## config.mk

```make
export PLATFORM = sky130hd
export DESIGN_NAME = ifmap_spad_writer
export DESIGN_NICKNAME = d
export VERILOG_FILES = /design/src/rtl/ifmap_spad_writer.sv
export SDC_FILE = /design/constraint.sdc
export NUM_CORES = 1
export LEC_CHECK = 0
export CORE_MARGIN = 10
export CORE_UTILIZATION = 45
export CTS_BUF_LIST = sky130_fd_sc_hd__clkbuf_16
export DETAILED_ROUTE_END_ITERATION = 8
export PLACE_DENSITY = 0.74
export SETUP_SLACK_MARGIN = 0.3
export SKIP_LAST_GASP = 1
export SYNTH_ARGS = -nofsm -noshare
export SYNTH_HDL_FRONTEND = slang
export SYNTH_SLANG_ARGS = --single-unit
```

## constraint.sdc

```tcl
create_clock -name i_clk -period 3.3 [get_ports i_clk]
set_input_delay 0.66 -clock i_clk [delete_from_list [all_inputs] [get_ports i_clk]]
set_output_delay 0.66 -clock i_clk [all_outputs]
set_load 0.05 [all_outputs]
```

## src/rtl/ifmap_spad_writer.sv

```systemverilog
// Producer-side writer for the PE ifmap scratchpad: streams one row per start
// into a circular buffer and tracks occupancy against consumer releases.
module ifmap_spad_writer #(
  parameter int DATA_WIDTH = 8,
  parameter int SPAD_SIZE  = 16,
  parameter int ADDR_WIDTH = $clog2(SPAD_SIZE),
  parameter int LEN_WIDTH  = 8
) (
  input  logic                  i_clk,
  input  logic                  i_rst,
  input  logic                  i_start,
  input  logic                  i_clear,
  input  logic [LEN_WIDTH-1:0]  i_row_len,
  input  logic                  i_in_valid,
  input  logic [DATA_WIDTH-1:0] i_in_data,
  output logic                  o_in_ready,
  input  logic                  i_rel_en,
  input  logic [ADDR_WIDTH:0]   i_rel_num,
  output logic                  o_wr_en,
  output logic [ADDR_WIDTH-1:0] o_wr_addr,
  output logic [DATA_WIDTH-1:0] o_wr_data,
  output logic [ADDR_WIDTH-1:0] o_rd_base,
  output logic [ADDR_WIDTH:0]   o_level,
  output logic                  o_full,
  output logic                  o_empty,
  output logic                  o_row_done,
  output logic                  o_busy,
  output logic                  o_rel_err
);

  localparam int LW = ADDR_WIDTH + 1;
  localparam logic [ADDR_WIDTH-1:0] LAST_ADDR = ADDR_WIDTH'(SPAD_SIZE - 1);
  localparam logic [LW-1:0]         LVL_FULL  = LW'(SPAD_SIZE);
  localparam logic [LW:0]           SIZE_X    = (LW + 1)'(SPAD_SIZE);

  typedef enum logic [1:0] {IDLE, LOAD, DONE} state_t;

  state_t                r_state;
  logic [ADDR_WIDTH-1:0] r_wr_ptr;
  logic [ADDR_WIDTH-1:0] r_rd_base;
  logic [LW-1:0]         r_level;
  logic [LEN_WIDTH-1:0]  r_loaded;
  logic [LEN_WIDTH-1:0]  r_row_len;
  logic                  r_row_done;
  logic                  r_rel_err;

  logic                  w_busy;
  logic                  w_full;
  logic                  w_accept;
  logic                  w_last;
  logic [LEN_WIDTH:0]    w_loaded_inc;
  logic [ADDR_WIDTH-1:0] w_wr_ptr_next;
  logic [LW-1:0]         w_rel_amt;
  logic [LW:0]           w_level_acc;
  logic                  w_over;
  logic [LW-1:0]         w_level_next;
  logic [LW:0]           w_rd_sum;
  logic [ADDR_WIDTH-1:0] w_rd_base_next;

  assign w_busy     = (r_state == LOAD);
  assign w_full     = (r_level == LVL_FULL);
  assign o_in_ready = w_busy && !w_full && (r_loaded < r_row_len);
  assign w_accept   = i_in_valid && o_in_ready;

  assign w_loaded_inc = {1'b0, r_loaded} + {{LEN_WIDTH{1'b0}}, 1'b1};
  assign w_last       = w_accept && (w_loaded_inc == {1'b0, r_row_len});

  assign w_wr_ptr_next = !w_accept             ? r_wr_ptr :
                         (r_wr_ptr == LAST_ADDR) ? '0 : r_wr_ptr + 1'b1;

  // Release is bounded by level+accept (<= SPAD_SIZE) unless it overflows,
  // so a single conditional subtract is enough to wrap rd_base.
  assign w_rel_amt   = i_rel_en ? i_rel_num : '0;
  assign w_level_acc = {1'b0, r_level} + {{LW{1'b0}}, w_accept};
  assign w_over      = ({1'b0, w_rel_amt} > w_level_acc);
  assign w_level_next = w_over ? '0 : LW'(w_level_acc - {1'b0, w_rel_amt});

  assign w_rd_sum = {2'b00, r_rd_base} + {1'b0, w_rel_amt};
  assign w_rd_base_next = w_over             ? w_wr_ptr_next :
                          (w_rd_sum >= SIZE_X) ? ADDR_WIDTH'(w_rd_sum - SIZE_X) :
                                               ADDR_WIDTH'(w_rd_sum);

  always_ff @(posedge i_clk or posedge i_rst) begin
    if (i_rst) begin
      r_state    <= IDLE;
      r_wr_ptr   <= '0;
      r_rd_base  <= '0;
      r_level    <= '0;
      r_loaded   <= '0;
      r_row_len  <= '0;
      r_row_done <= 1'b0;
      r_rel_err  <= 1'b0;
    end else if (i_clear) begin
      r_state    <= IDLE;
      r_wr_ptr   <= '0;
      r_rd_base  <= '0;
      r_level    <= '0;
      r_loaded   <= '0;
      r_row_len  <= '0;
      r_row_done <= 1'b0;
      r_rel_err  <= 1'b0;
    end else begin
      r_wr_ptr   <= w_wr_ptr_next;
      r_rd_base  <= w_rd_base_next;
      r_level    <= w_level_next;
      r_row_done <= w_last;
      if (w_over) r_rel_err <= 1'b1;
      case (r_state)
        IDLE, DONE: begin
          if (i_start && (i_row_len != '0)) begin
            r_state   <= LOAD;
            r_row_len <= i_row_len;
            r_loaded  <= '0;
          end
        end
        LOAD: begin
          if (w_accept) begin
            r_loaded <= LEN_WIDTH'(w_loaded_inc);
            if (w_last) r_state <= DONE;
          end
        end
        default: r_state <= IDLE;
      endcase
    end
  end

  assign o_wr_en    = w_accept;
  assign o_wr_addr  = r_wr_ptr;
  assign o_wr_data  = i_in_data;
  assign o_rd_base  = r_rd_base;
  assign o_level    = r_level;
  assign o_full     = w_full;
  assign o_empty    = (r_level == '0);
  assign o_row_done = r_row_done;
  assign o_busy     = w_busy;
  assign o_rel_err  = r_rel_err;

endmodule

```

==> results.yml <==
floorplan:
  dieArea_mm2: 0.008516
  die_y_um: 92.28
  initial_core_util: 0.4633
  io_pins: 55
  std_cell_rows: 26
  fp.dieW_um: 92.28
  fp.coreArea_mm2: 0.005075
drt:
  vias: 2107
  vias_per_cell: 5.403
  ant_nets: 0
  drt-pass1-iter-count: 4
  drc: 0
  drt_iter0_markers: 200
  wl_per_cell_um: 16.25
  drt-total-wl_um: 6337
setup_path:
  end_kind: "register"
  crit_arrival_ps: 3390
  critPathKind: "reg2reg"
  timing.rr.end: "o_level[3]$_DFF_PP0_"
  slowest_delay_ps: 440
  crit_path_start_kind: "register"
  cp_slowest_cell: "dfrtp_2"
  r2r_setup_slack_ps: 130
  crit_chain: "ha_4 > a211oi_4 > nand4b_1 > nor2_4 > ha_4 > ha_4 > nand3_4 > xor2_2 > ha_1 > buf_6 > a21oi_4 > a21oi_2 > buf_6 > or2_4 > nor2_1"
  worstReg2RegStart: "r_loaded[7]$_DFFE_PP0P_"
  ff2ff_path_depth: 15
  required_ps: 3510
  path_common_cell: "ha_4"
  cp_num_buf_inv: 2
  cp_max_fo: 6
  cp_top_family: "adder cells"
yosys:
  ys_seq_area_frac: 0.3513
  yosysWarnings: 0
  synthCells: 262
  ys_types: 46
  yosys-top-cells-area: "dfrtp_1, ha_1, nor2_1"
  syn_area_per_cell_um2: 8.973
  yosysMostFrequentCell: "dfrtp_1"
  synth-edff-count: 0
  synthArstFlopShare: 1.000
  mappedNetlistNets: 315
  netlist_area_mm2: 0.002351
  ys.flop_type: "dfrtp_1"
  yosysTopAreaCellShare: 0.3513
  yosys_register_bits: 33
  ys_top_cells_by_count: "dfrtp_1, nor2_1, ha_1"
  synth_top_area_cell: "dfrtp_1"
cts:
  cts_max_level: 2
  cts_sinks: 33
  path_clk_slew_ps: 50
  cts_buffers: 5
  clk_latency_ps: 280
  root_buffer: "clkbuf_16"
  clk_path_buf_depth: 2
  postCtsHoldBufs: 0
  cts_tree: "yes"
grt:
  grt_pass1_wl_um: 10250
  antenna_found_initial: 0
  grt_usage: 0.1477
  globalRouteOverflowTotal: 0
  grt_max_degree: 19
  grt_pass1_vias: 2084
placed_design:
  port_buffers: 38
  place.gp.congestion: 0.8597
  dp_cells: 371
  dp_hpwl_um: 4648
timing:
  period_share: 0.9619
  clock.fmax_mhz: 315.0
  timing.final.hold_violations: 0
  tightest_slew_ps: 898.3
  slew_headroom: 0.3965
  skew_ps: 4.240
  finalCriticalPeriod_ps: 3174
  rsz0062_at_grt: "yes"
  whs_ps: 499.5
  slew_violations: 0
  setup_viol: 0
pwr:
  p_per_area_mw_per_mm2: 606.0
  vdd_drop_max_mv: 0.2990
  total_power_mw: 2.004
  power_leakage_nw: 1.485
hold_path:
  hold_start: "o_rel_err$_DFFE_PP0P_"
  hold_end: "o_rel_err$_DFFE_PP0P_"
  hp-class: "reg2reg"
  worstHoldPathCells: 2
cells_and_area:
  layout-drive-gt1-share: 0.2156
  syn_to_final_growth_pct: 40.66
  insertedDiodeCount: 0
  final_cells: 390
  nNetsFinal: 372
run:
  cap_violations: 0
run_status:
  status: "finished clean"
## placed cells by master (no fill, tap or decap), types with 4 or more instances in the layout
cell type	count
nand3_1	9
buf_4	24
o21ai_1	9
a21o_1	6
a211oi_2	4
nor2b_1	5
xnor2_1	7
a21oi_1	11
ha_4	6
inv_1	21
xor2_1	8
clkbuf_16	5
nor2_1	22
ha_1	18
a22o_1	8
clkdlybuf4s50_1	36
dfrtp_1	32
nand2_1	19
## worst max path at each step
| stage | cells after the start | slack, ps | to | startpoint |
|---|---|---|---|---|
| global placement | 13 | 90 | o_rd_base[1]$_DFF_PP0_ | i_in_valid |
| detailed placement | 13 | -0.2 | o_rd_base[1]$_DFF_PP0_ | i_in_valid |
| global route | 15 | -10 | o_level[3]$_DFF_PP0_ | o_level[3]$_DFF_PP0_ |
| finish | 15 | 130 | o_level[3]$_DFF_PP0_ | r_loaded[7]$_DFFE_PP0P_ |
| CTS | 16 | 190 | o_rd_base[1]$_DFF_PP0_ | r_loaded[1]$_DFFE_PP0P_ |
| floorplan | 15 | -120 | o_level[3]$_DFF_PP0_ | r_loaded[5]$_DFFE_PP0P_ |
## cells by family after synthesis
group,Yosys count,synth area share
simple gates,86,0.1804
compound gates,62,0.1804
buf+inv,36,0.07131
flops,33,0.3512
fa+ha+maj,26,0.1448
xor+xnor,17,0.06333
mux,2,0.008516
## state kept, by name, indices dropped and copies added, names as in the netlist
name	cells
r_state	2
o_wr_addr	4
r_loaded	8
o_row_done	1
o_rel_err	1
o_rd_base	4
r_row_len	8
o_level	5
## worst reg2reg max path: stages (launching register included)
cell and delay [ps]:
dfrtp_2 440, ha_4 270, a211oi_4 260, nand4b_1 210
nor2_4 180, ha_4 160, ha_4 140, nand3_4 80
xor2_2 160, ha_1 340, buf_6 140, a21oi_4 130
a21oi_2 70, buf_6 130, or2_4 280, nor2_1 100
## report_power, final
part / leakage, nW / total [mW] / internal (mW) / switching (mW)
Sequential: 0.447 / 0.514 / 0.454 / 0.0596
Clock: 0.0775 / 0.531 / 0.353 / 0.178
Combinational: 0.961 / 0.960 / 0.399 / 0.560
Total: 1.49 / 2.00 / 1.21 / 0.797
## area by class of cell
type                    count  area [um2]
fillers                   419        1768
multi-input cells         193        1565
flip-flops and latches     33       827.0
repair buffers             63       574.3
clock buffers               5       125.1
well taps                  70       87.58
inverters                  23       86.33
clock inverters             3       41.29
## what timing repair did
item,in CTS,in global routing
gates resized for setup,12,18
buffers inserted,7,4
setup endpoints to repair,10,10
gates cloned,0,0
pin swaps,11,14
## layer usage
metal	up-vias	wire, um	track usage
met5	-	0	0
met4	0	107	0.05270
met3	11	342	0.02771
met2	61	3166	0.2465
met1	1016	2721	0.1852
li1	1019	-	-
## per-stage QoR
step	cell area, um2	utilization	setup TNS (ps)	setup WS (ps)
detailed placement	2893	0.5700	-0.4365	-0.2249
finish	3307	0.6516	0	125.8
floorplan	2406	-	-941.6	-122.7
global placement	2893	0.5700	0	90.77
CTS	3166	0.6238	0	191.3
global route	3307	0.6516	-10.87	-10.87
No activity file was read; power rests on OpenSTA's default activity.
